[config.mk]
export PLATFORM = sky130hd
export DESIGN_NAME = muldiv_seq
export DESIGN_NICKNAME = d
export VERILOG_FILES = /design/src/rtl/muldiv_seq.sv
export SDC_FILE = /design/constraint.sdc
export NUM_CORES = 1
export LEC_CHECK = 0
export ABC_CLOCK_PERIOD_IN_PS = 9250
export CORE_MARGIN = 4
export CORE_UTILIZATION = 40
export DETAILED_ROUTE_END_ITERATION = 10
export PLACE_DENSITY = 0.6
export SYNTH_ARGS = -nofsm -noshare
export SYNTH_HDL_FRONTEND = slang
export SYNTH_SLANG_ARGS = --single-unit
[constraint.sdc]
create_clock -name clk -period 9.25 [get_ports clk]
set_clock_uncertainty 0.15 [all_clocks]
set_input_delay 2.775 -clock clk [delete_from_list [all_inputs] [get_ports clk]]
set_output_delay 2.775 -clock clk [all_outputs]
set_load 0.01 [all_outputs]
[src/rtl/muldiv_seq.sv]
// muldiv_seq: multi-cycle MIPS MULT/MULTU/DIV/DIVU sequencer on one shared 33-bit add/sub datapath.
module muldiv_seq #(
  parameter int XLEN = 32
) (
  input  logic            clk,
  input  logic            rst,
  input  logic            start,
  input  logic [1:0]      op,
  input  logic [XLEN-1:0] a,
  input  logic [XLEN-1:0] b,
  output logic            busy,
  output logic            done,
  output logic            div_by_zero,
  output logic [XLEN-1:0] hi,
  output logic [XLEN-1:0] lo
);
  typedef enum logic [1:0] {IDLE, PREP, CALC, FIX} state_t;
  state_t                    r_state;
  logic [1:0]                r_op;
  logic [XLEN-1:0]           r_a, r_b, r_m, r_hi, r_lo;
  logic                      r_neg_q, r_neg_r;
  logic [$clog2(XLEN)-1:0]   r_cnt;
  logic                      w_mul, w_sgn, w_sub, w_dbz;
  logic [XLEN-1:0]           w_abs_a, w_abs_b, w_q, w_r;
  logic [XLEN:0]             w_x, w_y, w_sum;
  logic [2*XLEN-1:0]         w_prod;
  always_comb begin
    w_mul   = ~r_op[1];
    w_sgn   = r_op[0];
    w_sub   = ~w_mul;
    w_abs_a = (w_sgn & r_a[XLEN-1]) ? -r_a : r_a;
    w_abs_b = (w_sgn & r_b[XLEN-1]) ? -r_b : r_b;
    // multiply adds the multiplicand into the upper half; divide subtracts the divisor from the shifted remainder
    w_x     = w_mul ? {1'b0, r_hi} : {r_hi, r_lo[XLEN-1]};
    w_y     = (w_mul & ~r_lo[0]) ? '0 : {1'b0, r_m};
    w_sum   = w_x + (w_sub ? ~w_y : w_y) + (XLEN+1)'(w_sub);
    w_prod  = r_neg_q ? -{r_hi, r_lo} : {r_hi, r_lo};
    w_q     = r_neg_q ? -r_lo : r_lo;
    w_r     = r_neg_r ? -r_hi : r_hi;
    w_dbz   = w_sub & (r_b == '0);
  end
  assign busy = (r_state != IDLE);
  always_ff @(posedge clk) begin
    if (rst) begin
      r_state     <= IDLE;
      r_op        <= '0;
      r_a         <= '0;
      r_b         <= '0;
      r_m         <= '0;
      r_hi        <= '0;
      r_lo        <= '0;
      r_neg_q     <= 1'b0;
      r_neg_r     <= 1'b0;
      r_cnt       <= '0;
      done        <= 1'b0;
      div_by_zero <= 1'b0;
      hi          <= '0;
      lo          <= '0;
    end else begin
      done <= 1'b0;
      case (r_state)
        IDLE: if (start) begin
          r_op    <= op;
          r_a     <= a;
          r_b     <= b;
          r_state <= PREP;
        end
        PREP: begin
          r_m     <= w_mul ? w_abs_a : w_abs_b;
          r_lo    <= w_mul ? w_abs_b : w_abs_a;
          r_hi    <= '0;
          r_neg_q <= w_sgn & (r_a[XLEN-1] ^ r_b[XLEN-1]);
          r_neg_r <= w_sgn & r_a[XLEN-1];
          r_cnt   <= '0;
          r_state <= CALC;
        end
        CALC: begin
          if (w_mul) begin
            r_hi <= w_sum[XLEN:1];
            r_lo <= {w_sum[0], r_lo[XLEN-1:1]};
          end else begin
            r_hi <= w_sum[XLEN] ? w_x[XLEN-1:0] : w_sum[XLEN-1:0];
            r_lo <= {r_lo[XLEN-2:0], ~w_sum[XLEN]};
          end
          r_cnt <= r_cnt + 1'b1;
          if (r_cnt == ($clog2(XLEN))'(XLEN-1)) r_state <= FIX;
        end
        FIX: begin
          hi          <= w_mul ? w_prod[2*XLEN-1:XLEN] : (w_dbz ? r_a : w_r);
          lo          <= w_mul ? w_prod[XLEN-1:0] : (w_dbz ? '1 : w_q);
          div_by_zero <= w_dbz;
          done        <= 1'b1;
          r_state     <= IDLE;
        end
        default: r_state <= IDLE;
      endcase
    end
  end
endmodule

---- Word level (Yosys, flattened, before mapping) ----
Index checks and enable logic that the tools add are counted.
storage, ports and cells
  bits in registers ....................... 237
  logic and storage cells ................. 68
  output and inout bits ................... 67
  input bits .............................. 69
operators by class
  eq/ne operators ......................... 6
  reductions and logical operators ........ 6
  add/subtract/negate cells ............... 8
  muxes and demuxes ....................... 24
  bitwise logic cells ..................... 10
operators with widths
  kind                                           number
  two-way mux 32 bit                             14
  negator 32 bit                                 4
  one-hot mux 32 bit (2 select lines)            2
  two-way mux 33 bit                             2
  two-way mux 64 bit                             1
  negator 64 bit                                 1
  adder 33 x 1 -> 33 bit                         1
  adder 33 bit                                   1
  inverter 32 -> 33 bit                          1
  zero test 32 bit                               1
  one-hot mux 5 bit (2 select lines)             1
  one-hot mux 2 bit (4 select lines)             1
  adder 5 x 1 -> 5 bit, second input constant    1
  bitwise AND 1 bit                              5
  == test 5 bit, second input constant           1
  == test 2 bit, second input constant           2
  two-way mux 2 bit                              2
  inequality test 2 bit, second input constant   2
  AND reduction 2 bit                            2
  nonzero test 2 bit                             2
  inverter 1 bit                                 3
  == test 2 x 1 -> 1 bit, second input constant  1
  zero test 2 bit                                1
  two-way mux 1 bit                              1
  bitwise XOR 1 bit                              1

---- Logic depth before layout (Yosys ltp) ----
Gate-level depths: netlist of the first run.
  word-level depth ........................ 10
  mapped depth ............................ 17
  mapped depth without buffers ............ 13

---- Least setup slack after synthesis of the first run ----
No wires, ideal clock.
  kind .................................... register -> register
  from .................................... register r_op[1]
  to ...................................... register r_hi[20]
  stages on the path, launching flop included .. 15
  required time ........................... 8.983 ns
  period minus slack after synthesis ...... 4.413 ns
  path slack .............................. 4.837 ns
  setup time .............................. 0.117 ns
  path buffers ............................ 4
  arrival ................................. 4.146 ns
  cell sequence ........................... dfxtp_1 clkbuf_1 buf_1 clkbuf_1 mux2_2 ha_1 clkbuf_1 nand3_1 a2111oi_0 a22oi_2 o211ai_1 nor2_4 xnor2_2 mux2_2 a32o_1
between the ends
  word-level cells in the longest chain between the ends .. 10
  elaborated cells between the ends (all ways) .. 11
  those cells by class .................... add/sub (2); mux (6); bitwise (3)
ends and longest elaborated chain
  what                                   RTL line  source
  start: declaration                     19        logic [1:0] r_op;
  start signal: assignment               63        r_op <= op;
  inverter 1 bit                         28        w_mul = ~r_op[1];
  bitwise AND 1 bit                      35        w_y = (w_mul & ~r_lo[0]) ? '0 : {1'b0, r_m};
  two-way mux 32 bit                     35
  inverter 32 -> 33 bit                  36        w_sum = w_x + (w_sub ? ~w_y : w_y) + (XLEN+1)'(w_sub);
  two-way mux 33 bit                     36
  adder 33 bit                           36
  adder 33 x 1 -> 33 bit                 36
  two-way mux 32 bit                     82        r_hi <= w_sum[XLEN] ? w_x[XLEN-1:0] : w_sum[XLEN-1:0];
  two-way mux 32 bit *                   78        if (w_mul) begin
  one-hot mux 32 bit (2 select lines) *  61        case (r_state)
  end signal: assignment                 79        r_hi <= w_sum[XLEN:1];
  end signal: assignment                 82
  end: declaration                       20        logic [XLEN-1:0] r_a, r_b, r_m, r_hi, r_lo;
Mark *: on every way between the ends. The rest lies on a longest branch, timed or not.
A chain may end at the register's enable or synchronous reset.

---- Worst setup path in the final report of the first run ----
Ends and elaborated chain as after synthesis.

==> flow_metrics.tcl, run 1 <==
set metrics [dict create \
    outcome "finished clean" \
    cts_setup_buffers 0 \
    drt-wirelength-per-cell_microns 21.7 \
    ys_top_cells_by_count "nand2_1 (331), dfxtp_1 (237), nor2_1 (233)" \
    period_needed_ns 5.59 \
    p_clk_share_pct 25.3 \
    slew_violations 0 \
    routed_via_density 5.98 \
    cts_hold_buf 0 \
    path_clk_slew_ns 0.06 \
    min_path_type "reg -> reg" \
    worstHoldStart "r_cnt[4]$_SDFFE_PP0P_" \
    grt_first_pass_wirelength_mm 91.3 \
    r2r-start "r_op[1]$_SDFFE_PP0P_" \
    switching_share_pct 42.2 \
    synth_top_area_cell "dfxtp_1" \
    power_density_mw_per_mm2 227 \
    grt_setup_unrepaired "no" \
    drt_iter0_drc 1600 \
    use_met1_pct 39.6 \
    fin_tns_setup_ns 0 \
    ir_drop_mv 0.147 \
    track_usage_pct 25.6 \
    cts_resized 0 \
    worstPathRequired_ns 9.55 \
    clockBufferDepth 3 \
    met2_usage_pct 38.2 \
    insertion_delay_ns 0.56 \
    dp_cells 2723 \
    core_area_sq_mm 0.0410 \
    worstHoldEndpoint "r_cnt[4]$_SDFFE_PP0P_" \
    root_buffer "clkbuf_16" \
    r2r_end "r_hi[20]$_SDFFE_PP0P_" \
    internal_power_mw 2.49 \
    ys.flop_type "dfxtp_1" \
    critical_path_arrival_ns 5.88 \
    cts_tree "done" \
    grt.overflow.total 0 \
    synth_top_area_share_pct 28.5 \
    power.switching_mw 1.82 \
    synth_most_common_cell "nand2_1" \
    use_met3_pct 2.57 \
    pwr-share-comb_pct 40.2 \
    top_usage_layer "met1" \
    synth_edf_count 0 \
    setup_violations 0 \
    cts_made_buffers 27 \
    gp_congestion 1.01 \
    first_pass_iters 6 \
    grt_pass1_vias 15100 \
    timing.final.crit_share_pct 60.4 \
    relSlewSlack_pct 21.3 \
    grt_antenna_before_repair 0 \
    numClockSinks 237 \
    pwr-share-seq_pct 34.5 \
    endpoint_kind "register" \
    start_kind "register" \
    vias 16600 \
    synth_cell_types 89 \
    die-area_sq_mm 0.0450 \
    place_ws_ns 3.72 \
    clock.fmax_mhz 179 \
    dieWidth_microns 212 \
    post-dp-hpwl_mm 45.4 \
    fin_nets 2332 \
    final_cells 2770 \
    ys_seq_area_share_pct 28.5 \
    fin_ws_ns 3.66 \
    rr_worst_depth 12 \
    r2r_slack_ns 3.66 \
    finalHoldViolCount 0 \
    rows 74 \
    route.detailed.drc 0 \
    ys_seq_elements 237 \
    grt_max_degree 110 \
    worstHoldPathCells 2 \
    synth.net_count 2339 \
    start_util_pct 40.6 \
    io-pin-count 136 \
    ys_warn_count 0 \
    drt-total-wl_mm 60.0 \
    async_flop_share_pct 0 \
    port_buffers 135 \
    critPathMaxFanout 56 \
    synthTopCellsByArea "dfxtp_1 (28%), nand2_1 (7.5%), a21oi_1 (5.5%), nor2_1 (5.3%), xnor2_1 (4.5%)" \
    worstMarginPinSlew_ns 1.18 \
    cap_violations 0 \
    insertedDiodeCount 0 \
    syn_area_sq_mm 0.0167 \
    power.leakage_nw 7.08 \
    die_height_microns 212 \
    crit_type "reg -> reg" \
    ant_nets 0 \
    syn_area_per_cell_sq_um 7.48 \
    htree_levels 1 \
    areaGrowthSynthToFinish_pct 14.0 \
    synthCells 2227 \
    drive_above_1_share_pct 7.02 \
]
[critical path: stages (launching register included)]
cell	delay, ns
dfxtp_4	0.57
clkinv_2	0.86
buf_4	0.54
o21ai_0	0.24
ha_1	0.30
nand3_1	0.13
a2111oi_0	0.45
a22oi_2	0.19
o211ai_1	0.38
nor2_4	0.13
xnor2_2	0.82
mux2_2	0.42
a32o_1	0.24
[power by group through the flow]
stage / sequential [mW] / clock (mW) / combinational, mW
CTS: 1.47 / 1.11 / 1.72
global placement: 1.49 / 0 / 1.69
floorplan: 1.36 / 0 / 1.25
global route: 1.51 / 1.15 / 1.90
detailed placement: 1.50 / 0 / 1.71
finish: 1.49 / 1.09 / 1.73
[sequential cells by signal, indices dropped and copies added (netlist names), 5 cells and up]
signal  flops
hi         32
lo         32
r_a        32
r_b        32
r_hi       32
r_lo       32
r_m        32
r_cnt       5
[worst max path at each step]
stage,endpoint,slack (ns),cells past startpoint,startpoint
floorplan,r_hi[20]$_SDFFE_PP0P_,4.84,14,r_op[1]$_SDFFE_PP0P_
CTS,r_hi[20]$_SDFFE_PP0P_,3.71,12,r_op[1]$_SDFFE_PP0P_
finish,r_hi[20]$_SDFFE_PP0P_,3.66,12,r_op[1]$_SDFFE_PP0P_
global route,r_hi[20]$_SDFFE_PP0P_,3.25,12,r_op[1]$_SDFFE_PP0P_
detailed placement,r_hi[20]$_SDFFE_PP0P_,3.72,12,r_op[1]$_SDFFE_PP0P_
global placement,r_hi[20]$_SDFFE_PP0P_,3.69,12,r_op[1]$_SDFFE_PP0P_
[cell type report]
type | count | area (sq um)
Fill cell | 4139 | 22000
Timing Repair Buffer | 156 | 1510
Tap cell | 532 | 666
Sequential cell | 237 | 4750
Clock buffer | 35 | 736
Inverter | 42 | 159
Multi-Input combinational cell | 1756 | 11000
Clock inverter | 12 | 155
[cells by family (layout without fill, tap and decap cells)]
| group | after synthesis | count (layout) | synth area share (%) |
|---|---|---|---|
| AOI/OAI and AO/OA | 639 | 639 | 24.5 |
| xor gates and xnor gates | 161 | 161 | 8.63 |
| adders and majority gates | 43 | 43 | 3.28 |
| buffers and inverters | 234 | 245 | 5.55 |
| DFF | 237 | 237 | 28.5 |
| muxes | 92 | 92 | 6.89 |
| and+or+nand+nor | 821 | 821 | 22.6 |
[cell usage in the layout (no fill, tap or decap), drive strengths merged, types with 42 or more instances in the layout]
cell type      count
a21oi            185
clkdlybuf4s50    134
dfxtp            237
ha                42
mux2i             46
nand2            332
nor2             234
nor3              64
o21ai            153
xnor2             87
xor2              74
[metal layers]
metal / vias up / part of all wire, %
met5: - / 0
met4: 0 / 2.5
met3: 80 / 7.7
met2: 715 / 42
met1: 7811 / 47
li1: 7950 / -
[stage by stage]
step / utilization (%) / power, mW / instance area (sq um) / hold slack [ns]
floorplan: - / 2.61 / 16700 / 0.286
global placement: 44.1 / 3.18 / 18100 / 0.295
detailed placement: 44.1 / 3.21 / 18100 / 0.301
CTS: 46.3 / 4.30 / 19000 / 0.309
global route: 46.3 / 4.55 / 19000 / 0.326
finish: 46.3 / 4.31 / 19000 / 0.311
(Power assumes the default switching activity.)
==> inputs of run 2 (changes only) <==
ABC_CLOCK_PERIOD_IN_PS = 5600   (was 9250)
clock period = 5.6 ns   (was 9.25 ns; I/O delays follow)
==> run 2 against run 1 <==
Net effect: fmax rose by 9.6%; clock-buffer cell count rose by 3; flip-flop and latch count did not move.
==> flow_metrics.tcl, run 2 (same netlist as run 1, synthesis figures left out) <==
set metrics [dict create \
    grt_max_degree 87 \
    worstMarginPinSlew_ns 1.14 \
    slowest_delay_ns 0.89 \
    insertion_delay_ns 0.57 \
    start_util_pct 40.6 \
    finalHoldViolCount 0 \
    power_density_mw_per_mm2 382 \
    core_area_sq_mm 0.0410 \
    nFillCells 4154 \
    cpLargestDelayFamily "simple AND/OR/NAND/NOR gates" \
    cts_made_buffers 27 \
    path_clk_slew_ns 0.06 \
    final_cell_mix "nand2_1 (330), dfxtp_1 (235), nor2_1 (231)" \
    rows 74 \
    gp_congestion 0.945 \
    crit_buf_inv 2 \
    whs_ns 0.307 \
    critical_path_arrival_ns 5.39 \
    cp-startpoint "r_op[1]$_SDFFE_PP0P_" \
    cts_resized 0 \
    cts_tree "done" \
    grt_first_pass_wirelength_mm 92.3 \
    numClockSinks 237 \
    final_common_cell "nand2_1" \
    post-dp-hpwl_mm 47.2 \
    period_needed_ns 5.09 \
    min_path_type "reg -> reg" \
    root_buffer "clkbuf_16" \
    cpMaxStageDelayCell "xnor2_2" \
    drt-wirelength-per-cell_microns 22.2 \
    port_buffers 135 \
    start_kind "register" \
    outcome "finished clean" \
    grt_setup_unrepaired "no" \
    stdcell_area_sq_mm 0.0191 \
    grt.overflow.total 0 \
    setup_violations 0 \
    ir_drop_mv 0.230 \
    routed_via_density 5.97 \
    clock.fmax_mhz 196 \
    clockBufferDepth 3 \
    worstHoldStart "r_cnt[4]$_SDFFE_PP0P_" \
    relSlewSlack_pct 23.9 \
    fin_nets 2338 \
    route.detailed.drc 0 \
    critPathMaxFanout 44 \
    endpoint_kind "register" \
    areaGrowthSynthToFinish_pct 15.0 \
    p_total_mw 7.31 \
    power.leakage_nw 7.17 \
    cts_setup_buffers 0 \
    track_usage_pct 26.3 \
    crit_type "reg -> reg" \
    cap_violations 0 \
    die-area_sq_mm 0.0450 \
    r2r-start "r_op[1]$_SDFFE_PP0P_" \
    grt_pass1_vias 14900 \
    io-pin-count 136 \
    die_height_microns 212 \
    dieWidth_microns 212 \
    drive_above_1_share_pct 7.52 \
    timing.final.crit_share_pct 91.0 \
    cts_hold_buf 0 \
    worstPathRequired_ns 5.90 \
    drt-total-wl_mm 61.8 \
    htree_levels 1 \
    slew_violations 0 \
    grt_antenna_before_repair 1 \
    drt_iter0_drc 1870 \
    first_pass_iters 7 \
    insertedDiodeCount 0 \
    ant_nets 0 \
    critical_path.cell_chain "clkinv_2 -> buf_4 -> o21ai_0 -> ha_1 -> nand4_1 -> nor3_1 -> nand3_1 -> o211ai_1 -> nor2_4 -> xnor2_2 -> mux2_2 -> a32o_1" \
    fin_tns_setup_ns 0 \
    dpl_cell_area_sq_mm 0.0181 \
    vias 16600 \
]
## run 2: changes by cell type in the layout (fill, tap and decap cells not counted), sizes merged
| cell | before | now |
|---|---|---|
| buf | 22 | 28 |
| clkbuf | 35 | 38 |
| clkinvlp | 5 | 2 |
| bufinv | 3 | 5 |
| clkinv | 6 | 7 |
## run 2: path summary, 6_finish.rpt
check                          end  slack (ns)  cells past startpoint
max          r_hi[20]$_SDFFE_PP0P_        0.51                     12
min          r_cnt[4]$_SDFFE_PP0P_        0.31                      2
max reg2reg  r_hi[20]$_SDFFE_PP0P_        0.51                     12
min reg2reg  r_cnt[4]$_SDFFE_PP0P_        0.31                      2
## run 2: power breakdown
| group | switching (mW) | internal, mW |
|---|---|---|
| clock | 0.750 | 1.22 |
| combinational | 1.77 | 1.09 |
| sequential | 0.502 | 1.97 |
| total | 3.03 | 4.28 |
## run 2: routing by layer
layer	wire, microns	vias up	track usage [%]
met3	5460	91	5.06
li1	-	7983	-
met5	0	-	0
met2	26000	702	39.0
met4	1770	0	6.48
met1	28500	7828	39.3
## run 2: layout make-up
type	instances	area, sq um	area share, %
multi-input combinational	1756	11000	57.6
clock inverter	12	198	1.03
tap	532	666	3.48
sequential	237	4750	24.8
timing repair buffer	162	1560	8.12
clock buffer	38	797	4.16
inverter	42	159	0.830
## run 2: per-stage QoR
| step | utilization, % | setup slack (ns) | cells |
|---|---|---|---|
| floorplan | - | 1.19 | 2227 |
| global placement | 44.2 | 0.754 | 2729 |
| detailed placement | 44.2 | 0.643 | 2729 |
| CTS | 46.7 | 0.615 | 2779 |
| global route | 46.7 | 0.355 | 2779 |
| finish | 46.7 | 0.506 | 2779 |
## run 2: worst register-to-register path: stages, from the launching register on
cell and delay (ns):
dfxtp_4 0.71, clkinv_2 0.41, buf_4 0.34, o21ai_0 0.20, ha_1 0.36, nand4_1 0.23
nor3_1 0.42, nand3_1 0.13, o211ai_1 0.32, nor2_4 0.13, xnor2_2 0.89, mux2_2 0.43
a32o_1 0.24
